[src/rtl/xor_fold_pkg.sv]
// Shared definitions for the XOR fold sequencer: state encoding and the
// count-width helper used to size O_count.
package xor_fold_pkg;

   typedef logic [1:0] state_t;

   localparam state_t IDLE  = 2'd0;
   localparam state_t ACCUM = 2'd1;
   localparam state_t DONE  = 2'd2;

   // Bits needed to hold an operand count in the range 0..n.
   function automatic int calc_cw(input int n);
      return $clog2(n + 1);
   endfunction

endpackage

[src/rtl/xor_acc_datapath.sv]
// Accumulator datapath: one shared xor2 unit feeding the acc register.
// The controller asserts at most one of load/fold per cycle, and only on an
// accepted operand, so the operand bus is never captured while it is
// don't-care.
module xor_acc_datapath #(
   parameter int WIDTH = 2
) (
   input  logic             CLK,
   input  logic             ASYNCRESETN,
   input  logic             load,
   input  logic             fold,
   input  logic             clear,
   input  logic [WIDTH-1:0] operand,
   output logic [WIDTH-1:0] acc
);

   logic [WIDTH-1:0] xor_out;

   // The single xor2 instance shared by every fold step of a frame.
   assign xor_out = acc ^ operand;

   // acc register: clear wins, then load of the first operand, then fold.
   always_ff @(posedge CLK or negedge ASYNCRESETN) begin
      if (!ASYNCRESETN) begin
         acc <= '0;
      end else if (clear) begin
         acc <= '0;
      end else if (load) begin
         acc <= operand;
      end else if (fold) begin
         acc <= xor_out;
      end
   end

endmodule

[src/rtl/xor_fold_sequencer.sv]
// Time-multiplexed XOR reduction controller. Folds up to N operands per frame
// through one shared xor2 unit and emits the result plus operand count.
//
// state | meaning
// ------+------------------------------------------------------------
// IDLE  | waiting for the first operand of a frame; acc and cnt are 0
// ACCUM | frame open, folding further operands into acc
// DONE  | result presented on O_*, input stalled until handshake
module xor_fold_sequencer
   import xor_fold_pkg::*;
#(
   parameter  int WIDTH = 2,
   parameter  int N     = 4,
   localparam int CW    = calc_cw(N)
) (
   input  logic             CLK,
   input  logic             ASYNCRESETN,
   input  logic             I_valid,
   output logic             I_ready,
   input  logic [WIDTH-1:0] I_data,
   input  logic             I_last,
   output logic             O_valid,
   input  logic             O_ready,
   output logic [WIDTH-1:0] O_data,
   output logic [CW-1:0]    O_count,
   output logic             busy
);

   localparam logic [CW-1:0] N_CW = CW'(N);

   state_t           state;
   state_t           state_nxt;
   logic [CW-1:0]    cnt;
   logic [CW-1:0]    cnt_inc;
   logic [WIDTH-1:0] acc;
   logic             in_acc;
   logic             out_hs;
   logic             close;
   logic             load;
   logic             fold;

   assign I_ready = (state == IDLE) || (state == ACCUM);
   assign O_valid = (state == DONE);
   assign busy    = (state == ACCUM) || (state == DONE);

   assign in_acc  = I_valid & I_ready;
   assign out_hs  = O_valid & O_ready;

   // cnt is 0 in IDLE, so cnt_inc is the operand number in both open states;
   // N==1 therefore closes on the first accept without a special case.
   assign cnt_inc = cnt + CW'(1);
   assign close   = I_last | (cnt_inc == N_CW);

   assign load    = in_acc & (state == IDLE);
   assign fold    = in_acc & (state == ACCUM);

   // Result bus is masked to zero whenever no result is being offered.
   assign O_data  = O_valid ? acc : '0;
   assign O_count = O_valid ? cnt : '0;

   xor_acc_datapath #(
      .WIDTH (WIDTH)
   ) u_datapath (
      .CLK         (CLK),
      .ASYNCRESETN (ASYNCRESETN),
      .load        (load),
      .fold        (fold),
      .clear       (out_hs),
      .operand     (I_data),
      .acc         (acc)
   );

   // Next-state decode; I_last only matters on an accepted operand.
   always_comb begin
      state_nxt = state;
      case (state)
         IDLE, ACCUM: begin
            if (in_acc) begin
               state_nxt = close ? DONE : ACCUM;
            end
         end
         DONE: begin
            if (out_hs) begin
               state_nxt = IDLE;
            end
         end
         default: state_nxt = IDLE;
      endcase
   end

   // State register.
   always_ff @(posedge CLK or negedge ASYNCRESETN) begin
      if (!ASYNCRESETN) begin
         state <= IDLE;
      end else begin
         state <= state_nxt;
      end
   end

   // Operand counter: cleared when the result is taken, bumped per accept.
   always_ff @(posedge CLK or negedge ASYNCRESETN) begin
      if (!ASYNCRESETN) begin
         cnt <= '0;
      end else if (out_hs) begin
         cnt <= '0;
      end else if (in_acc) begin
         cnt <= cnt_inc;
      end
   end

endmodule

[config.mk]
export PLATFORM = sky130hd
export DESIGN_NAME = xor_fold_sequencer
export DESIGN_NICKNAME = d
export VERILOG_FILES = /design/src/rtl/xor_fold_pkg.sv /design/src/rtl/xor_acc_datapath.sv /design/src/rtl/xor_fold_sequencer.sv
export SDC_FILE = /design/constraint.sdc
export NUM_CORES = 1
export LEC_CHECK = 0
export CORE_MARGIN = 2
export CORE_UTILIZATION = 30
export DETAILED_ROUTE_END_ITERATION = 10
export SYNTH_ARGS = -nofsm -noshare
export SYNTH_HDL_FRONTEND = slang
export SYNTH_SLANG_ARGS = --single-unit
[constraint.sdc]
create_clock -name CLK -period 2 [get_ports CLK]
set_input_delay 0.4 -clock CLK [delete_from_list [all_inputs] [get_ports CLK]]
set_output_delay 0.4 -clock CLK [all_outputs]
set_load 0.01 [all_outputs]
==> results.sh <==
export IMPL_synthDistinctLibCells=22
export IMPL_synth_top_family_by_area="compound AO/OA/AOI/OAI gates"
export IMPL_layout_common_cells="clkdlybuf4s50_1, dfrtp_1, and2_1, a21oi_1"
export IMPL_criticalPathCategory="reg2out"
export IMPL_worstPathArrival_ns=1.49
export IMPL_drt_wl_total_mm=1.105
export IMPL_r2r_start="state[0]"
export IMPL_drt_iter0_markers=1
export IMPL_slew_viol_final=0
export IMPL_synth_top_cells_by_area="dfrtp_1, ha_1, and2_1"
export IMPL_synth_nets=65
export IMPL_clkTransAtPathRegs_ns=0.06
export IMPL_rows=14
export IMPL_cp_top_family="buffers and inverters"
export IMPL_netlist_instances=53
export IMPL_grt_remaining_overflow=0
export IMPL_drc=0
export IMPL_max_stage_delay_ns=0.53
export IMPL_worstMarginPinSlew_ns=0.3531
export IMPL_die_y_um=44.69
export IMPL_yosysSeqAreaShare_pct=35.26
export IMPL_vias=442
export IMPL_ant_nets=0
export IMPL_timing_final_crit_share_pct=94.60
export IMPL_slowest_stage="clkdlybuf4s50_1"
export IMPL_root_buffer="clkbuf_4"
export IMPL_relSlewSlack_pct=76.39
export IMPL_maxCapViolations=0
export IMPL_yosysWarningCount=0
export IMPL_cp_data_required_time_ns=1.60
export IMPL_final_nets=87
export IMPL_area_growth_pct=44.33
export IMPL_synth_top_area_share_pct=35.26
export IMPL_antenna_found_initial=0
export IMPL_diodes=0
export IMPL_r2r_slack_ns=0.55
export IMPL_hold_class="in2async"
export IMPL_fin_tns_setup_ns=0
export IMPL_yosys_area_share_adder_pct=12.59
export IMPL_worstSetupEndpointType="output pin"
export IMPL_grt_pass1_wl_mm=1.932
export IMPL_cp_max_fo=3
export IMPL_total_leakage_power_uw=0.0003819
export IMPL_grt_usage_pct=13.94
export IMPL_critPathBufInv=2
export IMPL_max_freq_mhz=528.5
export IMPL_status="finished clean"
export IMPL_layout_drive_gt1_share_pct=14.86
export IMPL_htreeDepth=1
export IMPL_min_period_ns=1.892
export IMPL_fin_cells=90
export IMPL_vias_per_cell=4.911
export IMPL_post_dp_hpwl_um=825.1
export IMPL_clock_latency_ns=0.25
export IMPL_cts_tree="yes"
export IMPL_crit_chain="inv_2 > ha_1 > clkdlybuf4s50_1"
export IMPL_grt_pass1_vias=440
export IMPL_finClkSkew_ns=0.003510
export IMPL_syn_cell_area_um2=496.7
export IMPL_die_x_um=44.69
export IMPL_layout_commonest_cell="clkdlybuf4s50_1"
export IMPL_grt_start_max_net_pins=10
export IMPL_clk_path_buf_depth=2
export IMPL_powerDensity_mw_per_mm2=1300
export IMPL_synth_xor_area_share_pct=5.290
export IMPL_synth_compound_area_share_pct=22.17
export IMPL_rsz0062_at_grt="false"
export IMPL_synth_seq_cells=7
export IMPL_yosys_area_share_simple_pct=15.62
export IMPL_finalSetupViolations=0
export IMPL_synth_area_mux_share_pct=2.015
export IMPL_wire_per_inst_um=12.28
export IMPL_pin_count=15
export IMPL_start_util_pct=32.59
export IMPL_finalHoldViolCount=0
export IMPL_core_region_area_mm2=0.001524
export IMPL_rr_worst_depth=6
export IMPL_critPathLaunchType="flip-flop"
export IMPL_io_buffers=14
export IMPL_numCtsBuffers=3
export IMPL_dpl_cell_count=83
export IMPL_gp_congestion=0.7282
export IMPL_reg2reg_to="state[0]"
export IMPL_yosysTopAreaCell="dfrtp_1"
export IMPL_avgSynthCellArea_um2=9.372
export IMPL_die_area_mm2=0.001997
export IMPL_vdd_drop_max_mv=0.6353
export IMPL_dr_pass1_iters=2
export IMPL_clock_sinks=7
[cell families (layout without fill, tap and decap cells)]
kind of cell	count (synthesis)	count (layout)
AO/OA/AOI/OAI	16	16
XOR/XNOR	3	3
AND/OR/NAND/NOR	14	14
flip-flops	7	7
adder cells (fa/ha/maj)	5	5
multiplexers	1	1
buffers and inverters	7	28
[layout make-up]
class | count | area [um^2]
fill | 157 | 807.0
multi-input combinational | 39 | 299.0
timing repair buffer | 19 | 177.7
sequential | 7 | 175.2
clock buffer | 4 | 26.28
tap | 16 | 20.02
inverter | 5 | 18.77
[worst reg2reg max path, stage by stage, from the launching register on]
cell,delay (ns)
dfrtp_1,0.38
inv_2,0.07
ha_1,0.20
buf_4,0.16
o21ai_2,0.21
inv_1,0.07
a32o_1,0.24
[worst max path at each step]
stage,start,end,slack [ns],cells past startpoint
final,state[0],busy,0.11,3
after global routing,state[1],busy,0.03,3
after CTS,state[1],O_count[0],0.004,4
after detailed placement,state[0],O_count[1],0.08,4
after global placement,state[0],O_count[1],0.08,4
after floorplan,state[0],O_count[0],0.59,4
[per-stage QoR]
step	utilization (%)	total power, uW	worst slack, ns	hold WS (ns)	instance area, um^2
6_report	47.04	932.1	0.1079	0.4177	716.9
2_1_floorplan	-	581.1	0.5852	0.1044	496.7
5_1_grt	47.04	1035	0.03138	0.4509	716.9
3_3_place_gp	43.02	776.5	0.07805	0.5055	655.6
4_1_cts	46.55	951.3	0.003928	0.4276	709.4
3_5_place_dp	43.02	781.5	0.07506	0.5148	655.6
[what timing repair did]
item	CTS	global route
hold endpoints to repair	0	0
resized for setup	6	3
cloned	0	0
pin swaps	0	0
setup buffers	3	0
hold buffers	0	0
endpoints found under the setup margin	7	3
[routing by layer]
layer	up-vias	global-route usage, %	share of wire [%]
met2	8	20.58	49
met3	2	4.400	5.2
met1	206	17.37	44
met5	-	0	0
li1	226	-	-
met4	0	9.091	1.3
[where the power goes]
part           leakage, uW  internal, uW  switching (uW)
clock network    0.0000150          76.4            56.7
registers        0.0000879           206            58.1
logic             0.000279           279             256
total             0.000382           561             371
[synth_stat cells (all sizes together)]
cell type,n
a21boi,1
a21oi,5
a221oi,1
a32o,1
and2,5
buf,1
clkbuf,1
dfrtp,7
ha,5
inv,5
mux2i,1
nand2,2
nand2b,1
nand3,2
nor2,1
nor2b,3
o211ai,2
o21ai,5
o2bb2ai,1
xor2,3
[sequential cells by signal (all words and copies together), names as in the netlist]
signal and cells:
cnt 3, state 2, u_datapath.acc 2
Note: power is estimated with default switching activity, not from simulation.
